$ cat config.mk
export PLATFORM = sky130hd
export DESIGN_NAME = dma_multi_channel_ctrl
export DESIGN_NICKNAME = d
export VERILOG_FILES = /design/src/rtl/dma_multi_channel_ctrl.sv
export SDC_FILE = /design/constraint.sdc
export NUM_CORES = 1
export LEC_CHECK = 0
export CAP_MARGIN = 10
export CORE_ASPECT_RATIO = 1.4
export CORE_MARGIN = 3
export CORE_UTILIZATION = 54
export DETAILED_ROUTE_END_ITERATION = 12
export GPL_ROUTABILITY_DRIVEN = 0
export MAX_ROUTING_LAYER = met4
export PLACE_DENSITY = 0.87
export SLEW_MARGIN = 20
export SYNTH_ARGS = -nofsm -noshare
export SYNTH_HDL_FRONTEND = slang
export SYNTH_SLANG_ARGS = --single-unit
$ cat constraint.sdc
create_clock -name clk -period 6.1 [get_ports clk]
set_clock_uncertainty 0.1 [all_clocks]
set_input_delay 1.22 -clock clk [delete_from_list [all_inputs] [get_ports clk]]
set_output_delay 1.22 -clock clk [all_outputs]
set_load 0.03 [all_outputs]
$ cat src/rtl/dma_multi_channel_ctrl.sv
// Multi-channel DMA controller: round-robin channel arbitration, BR/BG bus takeover, line-wide device-to-memory writes.
// Optional cycle stealing (release the bus every BURST_LINES lines) is enabled with `define DMA_CYCLE_STEAL_EN.
module dma_multi_channel_ctrl #(
  parameter int unsigned WORD_SIZE   = 16,
  parameter int unsigned NUM_CH      = 4,
  parameter int unsigned LINE_WORDS  = 4,
  parameter int unsigned BURST_LINES = 3,
  localparam int unsigned CH_W       = (NUM_CH > 1) ? $clog2(NUM_CH) : 1
) (
  input  logic                            clk,
  input  logic                            reset_n,
  input  logic [NUM_CH-1:0]               ch_start,
  input  logic [NUM_CH*WORD_SIZE-1:0]     ch_addr,
  input  logic [NUM_CH*WORD_SIZE-1:0]     ch_len,
  output logic [NUM_CH-1:0]               ch_busy,
  output logic [NUM_CH-1:0]               end_int,
  output logic                            BR,
  input  logic                            BG,
  output logic                            dev_rd,
  output logic [CH_W-1:0]                 dev_ch,
  input  logic [LINE_WORDS*WORD_SIZE-1:0] dev_data,
  output logic                            d_writeM,
  output logic [WORD_SIZE-1:0]            d_address,
  output logic [LINE_WORDS*WORD_SIZE-1:0] d_data,
  input  logic                            d_done
);

  localparam int unsigned LW_SH = $clog2(LINE_WORDS);

  typedef enum logic [2:0] {
    S_IDLE, S_REQ, S_FETCH, S_WRITE, S_DONE, S_RELEASE
  } state_t;

  state_t               state, nxt;
  logic [CH_W-1:0]      cur, cur_nxt;
  logic [CH_W-1:0]      rr_ptr, rr_nxt;
  logic [WORD_SIZE-1:0] addr  [NUM_CH];
  logic [WORD_SIZE-1:0] lines [NUM_CH];
  logic [CH_W-1:0]      pick;
  logic                 pick_vld;
  int unsigned          idx;
  logic                 steal_hit;

  // First busy channel with lines left, scanning from rr_ptr with wrap
  always_comb begin
    pick     = '0;
    pick_vld = 1'b0;
    idx      = 0;
    for (int k = int'(NUM_CH) - 1; k >= 0; k--) begin
      idx = (32'(rr_ptr) + 32'(k)) % NUM_CH;
      if (ch_busy[CH_W'(idx)] && (lines[CH_W'(idx)] != '0)) begin
        pick     = CH_W'(idx);
        pick_vld = 1'b1;
      end
    end
  end

`ifdef DMA_CYCLE_STEAL_EN
  localparam int unsigned BC_W = $clog2(BURST_LINES + 1);
  logic [BC_W-1:0] burst_cnt;

  always_ff @(posedge clk) begin
    if (!reset_n)
      burst_cnt <= '0;
    else if ((state == S_RELEASE) || (state == S_IDLE))
      burst_cnt <= '0;
    else if ((state == S_WRITE) && d_done)
      burst_cnt <= burst_cnt + BC_W'(1);
  end

  assign steal_hit = (burst_cnt == BC_W'(BURST_LINES - 1));
`else
  assign steal_hit = 1'b0;
`endif

  always_comb begin
    nxt     = state;
    cur_nxt = cur;
    rr_nxt  = rr_ptr;
    case (state)
      S_IDLE: begin
        if (pick_vld) begin
          cur_nxt = pick;
          rr_nxt  = (pick == CH_W'(NUM_CH - 1)) ? '0 : pick + CH_W'(1);
          nxt     = S_REQ;
        end
      end
      S_REQ:   if (BG) nxt = S_FETCH;
      S_FETCH: nxt = S_WRITE;
      S_WRITE: begin
        if (d_done) begin
          if (lines[cur] == WORD_SIZE'(1)) nxt = S_DONE;
          else if (steal_hit)              nxt = S_RELEASE;
          else                             nxt = S_FETCH;
        end
      end
      S_DONE:    nxt = S_RELEASE;
      S_RELEASE: if (!BG) nxt = S_IDLE;
      default:   nxt = S_IDLE;
    endcase
  end

  always_ff @(posedge clk) begin
    if (!reset_n) begin
      state     <= S_IDLE;
      cur       <= '0;
      rr_ptr    <= '0;
      ch_busy   <= '0;
      end_int   <= '0;
      BR        <= 1'b0;
      dev_rd    <= 1'b0;
      dev_ch    <= '0;
      d_writeM  <= 1'b0;
      d_address <= '0;
      d_data    <= '0;
      for (int i = 0; i < int'(NUM_CH); i++) begin
        addr[i]  <= '0;
        lines[i] <= '0;
      end
    end else begin
      state    <= nxt;
      cur      <= cur_nxt;
      rr_ptr   <= rr_nxt;
      BR       <= (nxt == S_REQ) || (nxt == S_FETCH) || (nxt == S_WRITE);
      dev_rd   <= (nxt == S_FETCH);
      dev_ch   <= cur_nxt;
      d_writeM <= (nxt == S_WRITE);
      if (state == S_FETCH) begin
        d_address <= addr[cur];
        d_data    <= dev_data;
      end
      for (int i = 0; i < int'(NUM_CH); i++) begin
        end_int[i] <= 1'b0;
        // Zero-line channels complete on their own; the DONE channel is owned by the FSM
        if (ch_start[i] && !ch_busy[i]) begin
          addr[i]    <= ch_addr[i*WORD_SIZE +: WORD_SIZE];
          lines[i]   <= ch_len[i*WORD_SIZE +: WORD_SIZE] >> LW_SH;
          ch_busy[i] <= 1'b1;
        end else if (ch_busy[i] && (lines[i] == '0) &&
                     !((state == S_DONE) && (cur == CH_W'(i)))) begin
          ch_busy[i] <= 1'b0;
          end_int[i] <= 1'b1;
        end
        if ((state == S_DONE) && (cur == CH_W'(i)))
          ch_busy[i] <= 1'b0;
        if ((nxt == S_DONE) && (cur_nxt == CH_W'(i)))
          end_int[i] <= 1'b1;
        if ((state == S_WRITE) && d_done && (cur == CH_W'(i))) begin
          addr[i]  <= addr[i] + WORD_SIZE'(LINE_WORDS);
          lines[i] <= lines[i] - WORD_SIZE'(1);
        end
      end
    end
  end

endmodule

==> flow_summary.ini <==
[logic_synthesis]
synth_top_area_share_pct = 33.46
syn_avg_cell_area_um2 = 9.479
synthTopCellsByArea = edfxtp_1 33%, dfxtp_1 17%, nand2_1 6.8%, nand3_1 5.9%, o21ai_0 5.0%
synth_edf_count = 128
async_flop_share_pct = 0
synth.distinct_cells = 68
synth_nets = 1420
synth_area_um2 = 11490
yosysSeqAreaShare_pct = 50.88
yosys_warnings = 0
netlist.top_cell.by_area = edfxtp_1
synth_ff_type = edfxtp_1
yosys_register_bits = 228
syn_inst = 1212

[timing]
worstMarginPinSlew_ps = 940.8
setup_violations = 0
setup_slack_ps = 2028
hold_ws_ps = 352.2
rsz0062_at_grt = false
relSlewSlack_pct = 37.28
fin_crit_sh_pct = 66.76
hold_violations = 0
fmax_ghz = 0.2456
fin_setup_tns_ps = 0
period_minus_slack_ps = 4072
slew_violations = 0

[global_route]
grt_antenna_before_repair = 4
overflow = 0
busiest_layer = met2
use_met3_pct = 6.741
grt_pass1_vias = 10030
grt_use_met1_pct = 31.52
grt_max_degree = 87
grt_usage_pct = 28.76
met2_usage_pct = 48.38
grt_pass1_wl_um = 50890

[floorplan]
dieArea_um2 = 23090
rows = 62
initial_core_util_pct = 55.47
die_h_um = 178.6
fp.coreArea_um2 = 20710
ios = 293
dieWidth_um = 129.3

[power]
p_comb_share_pct = 24.8
p_clk_share_pct = 32.4
p_per_area_nw_per_um2 = 294.0
ir_worst_vdd_mv = 0.2079
internal-power_mw = 3.138
finalPower_mw = 4.501
switchingPower_mw = 1.363
p_leak_nw = 5.214
power_frac_seq_pct = 42.8
sw_frac_of_total_pct = 30.28

[clock_network]
htreeDepth = 1
postCtsHoldBufs = 0
cts_sinks = 228
clkLatencyLatePin_ps = 530
cts_tree = yes
clockRootBuffer = clkbuf_16
clockBufferDepth = 3
cts_setup_buffers = 0
path_clk_slew_ps = 60
cts_resized = 0
cts_made_buffers = 24

[routing]
vias_per_cell = 5.888
routedWlPerCell_um = 19.26
ant_nets = 0
drt_drc_violations_left = 0
drt_iter0_markers = 767
drt_wl_total_um = 33510
dr.pass1.iters = 5
vias = 10250

[worst_setup_path]
cp_slowest_cell = clkdlybuf4s50_1
critPathMaxStageDelay_ps = 870
cp.required_ps = 6200
arrival_ps = 4170
path_cells = clkdlybuf4s50_1 -> nand2_1 -> nor2_1 -> nand2_1 -> buf_4 -> nand3b_1 -> buf_4
crit_end = lines[2][13]
cp-start-kind = input pin
crit_type = in2reg
ff2ff_path_depth = 9
rr_startpoint = lines[1][10]
ff2ff_setup_slack_ps = 2730
r2r_end = end_int[1]
endpoint_kind = flop
critPathMaxFanout = 62
worstSetupStartpoint = reset_n

[status]
status = finished, final reports clean

[final_layout]
layout-drive-gt1-share_pct = 7.297
seqCellArea_um2 = 5846
multi_input_area_um2 = 5298
nFillCells = 1453
syn_to_final_growth_pct = 33.27
final_common_cell = clkdlybuf4s50_1
fin_nets = 1670
layout_common_cells = 284 x clkdlybuf4s50_1, 206 x nand2_1, 134 x nand3_1, 128 x edfxtp_1, 114 x o21ai_0

[placement]
portBuffers = 284
place_ws_ps = 1588
dp_hpwl_um = 24370

[run]
cap_violations = 0

[min_path]
hold_class = reg2reg
[registers in the layout, summed over array words and instances (netlist names), 3 cells and up, named ones only]
name,flops
lines,64
ch_busy,4
addr,64
end_int,4
state,3
d_data,64
d_address,16
[power by group through the flow]
stage | sequential (mW) | combinational (mW) | clock (mW)
floorplan | 2.00 | 0.638 | 0
global placement | 1.94 | 1.08 | 0
detailed placement | 1.95 | 1.11 | 0
CTS | 1.92 | 1.12 | 1.48
global route | 1.94 | 1.20 | 1.53
finish | 1.93 | 1.12 | 1.46
[critical path, delay by kind of cell]
| kind | cells | cell delay [ps] |
|---|---|---|
| and+or+nand+nor | 4 | 1380 |
| buffers and inverters | 3 | 1560 |
[worst min-delay path by stage]
stage	from	end	slack, ps	cells past startpoint
2_1_floorplan	lines[3][15]	end_int[3]	480	3
3_3_place_gp	d_data[4]	d_data[4]	340	2
3_5_place_dp	d_data[21]	d_data[21]	350	2
4_1_cts	d_data[21]	d_data[21]	350	2
5_1_grt	d_data[21]	d_data[21]	370	2
6_report	d_data[21]	d_data[21]	350	2
[layer usage]
metal / routed length, um / vias up / share of wire (%)
li1: - / 4846 / -
met1: 11960 / 4803 / 36
met2: 16450 / 479 / 49
met3: 3152 / 117 / 9.4
met4: 1941 / 0 / 5.8
met5: 0 / - / 0
[final cells by class]
| cell class | count | share of cell area [%] |
|---|---|---|
| clock inverter | 12 | 0.6701 |
| tap | 256 | 2.092 |
| clock buffer | 32 | 4.527 |
| multi-input combinational | 887 | 34.60 |
| sequential | 228 | 38.18 |
| inverter | 21 | 0.5148 |
| antenna | 4 | 0.06538 |
| timing repair buffer | 300 | 19.35 |
[Yosys cell counts, types with 20 or more instances]
master and n:
dfxtp_1 100, o21ai_0 114, edfxtp_1 128, nor3_1 21, xnor2_1 61, and3_1 20
nor2_1 49, xor2_1 32, nand3_1 135, clkbuf_1 62, a21oi_1 99, inv_1 21
nand2_1 207
[per-stage QoR]
stage / instances / area [um2] / utilization, %
2_1_floorplan: 1212 / 11490 / -
3_3_place_gp: 1692 / 14500 / 70.01
3_5_place_dp: 1692 / 14500 / 70.01
4_1_cts: 1736 / 15300 / 73.85
5_1_grt: 1740 / 15310 / 73.92
6_report: 1740 / 15310 / 73.92
[cell families (layout without fill, tap and decap cells)]
family / Yosys count / count (layout) / synth area share (%)
xor gates and xnor gates: 93 / 93 / 7.090
AOI/OAI and AO/OA: 256 / 256 / 12.88
DFF: 228 / 228 / 50.88
buffers and inverters: 97 / 365 / 3.267
and+or+nand+nor: 510 / 510 / 21.30
other: 0 / 4 / 0
adders and majority gates: 8 / 8 / 0.8713
muxes: 20 / 20 / 3.703
(Power assumes the default switching activity.)
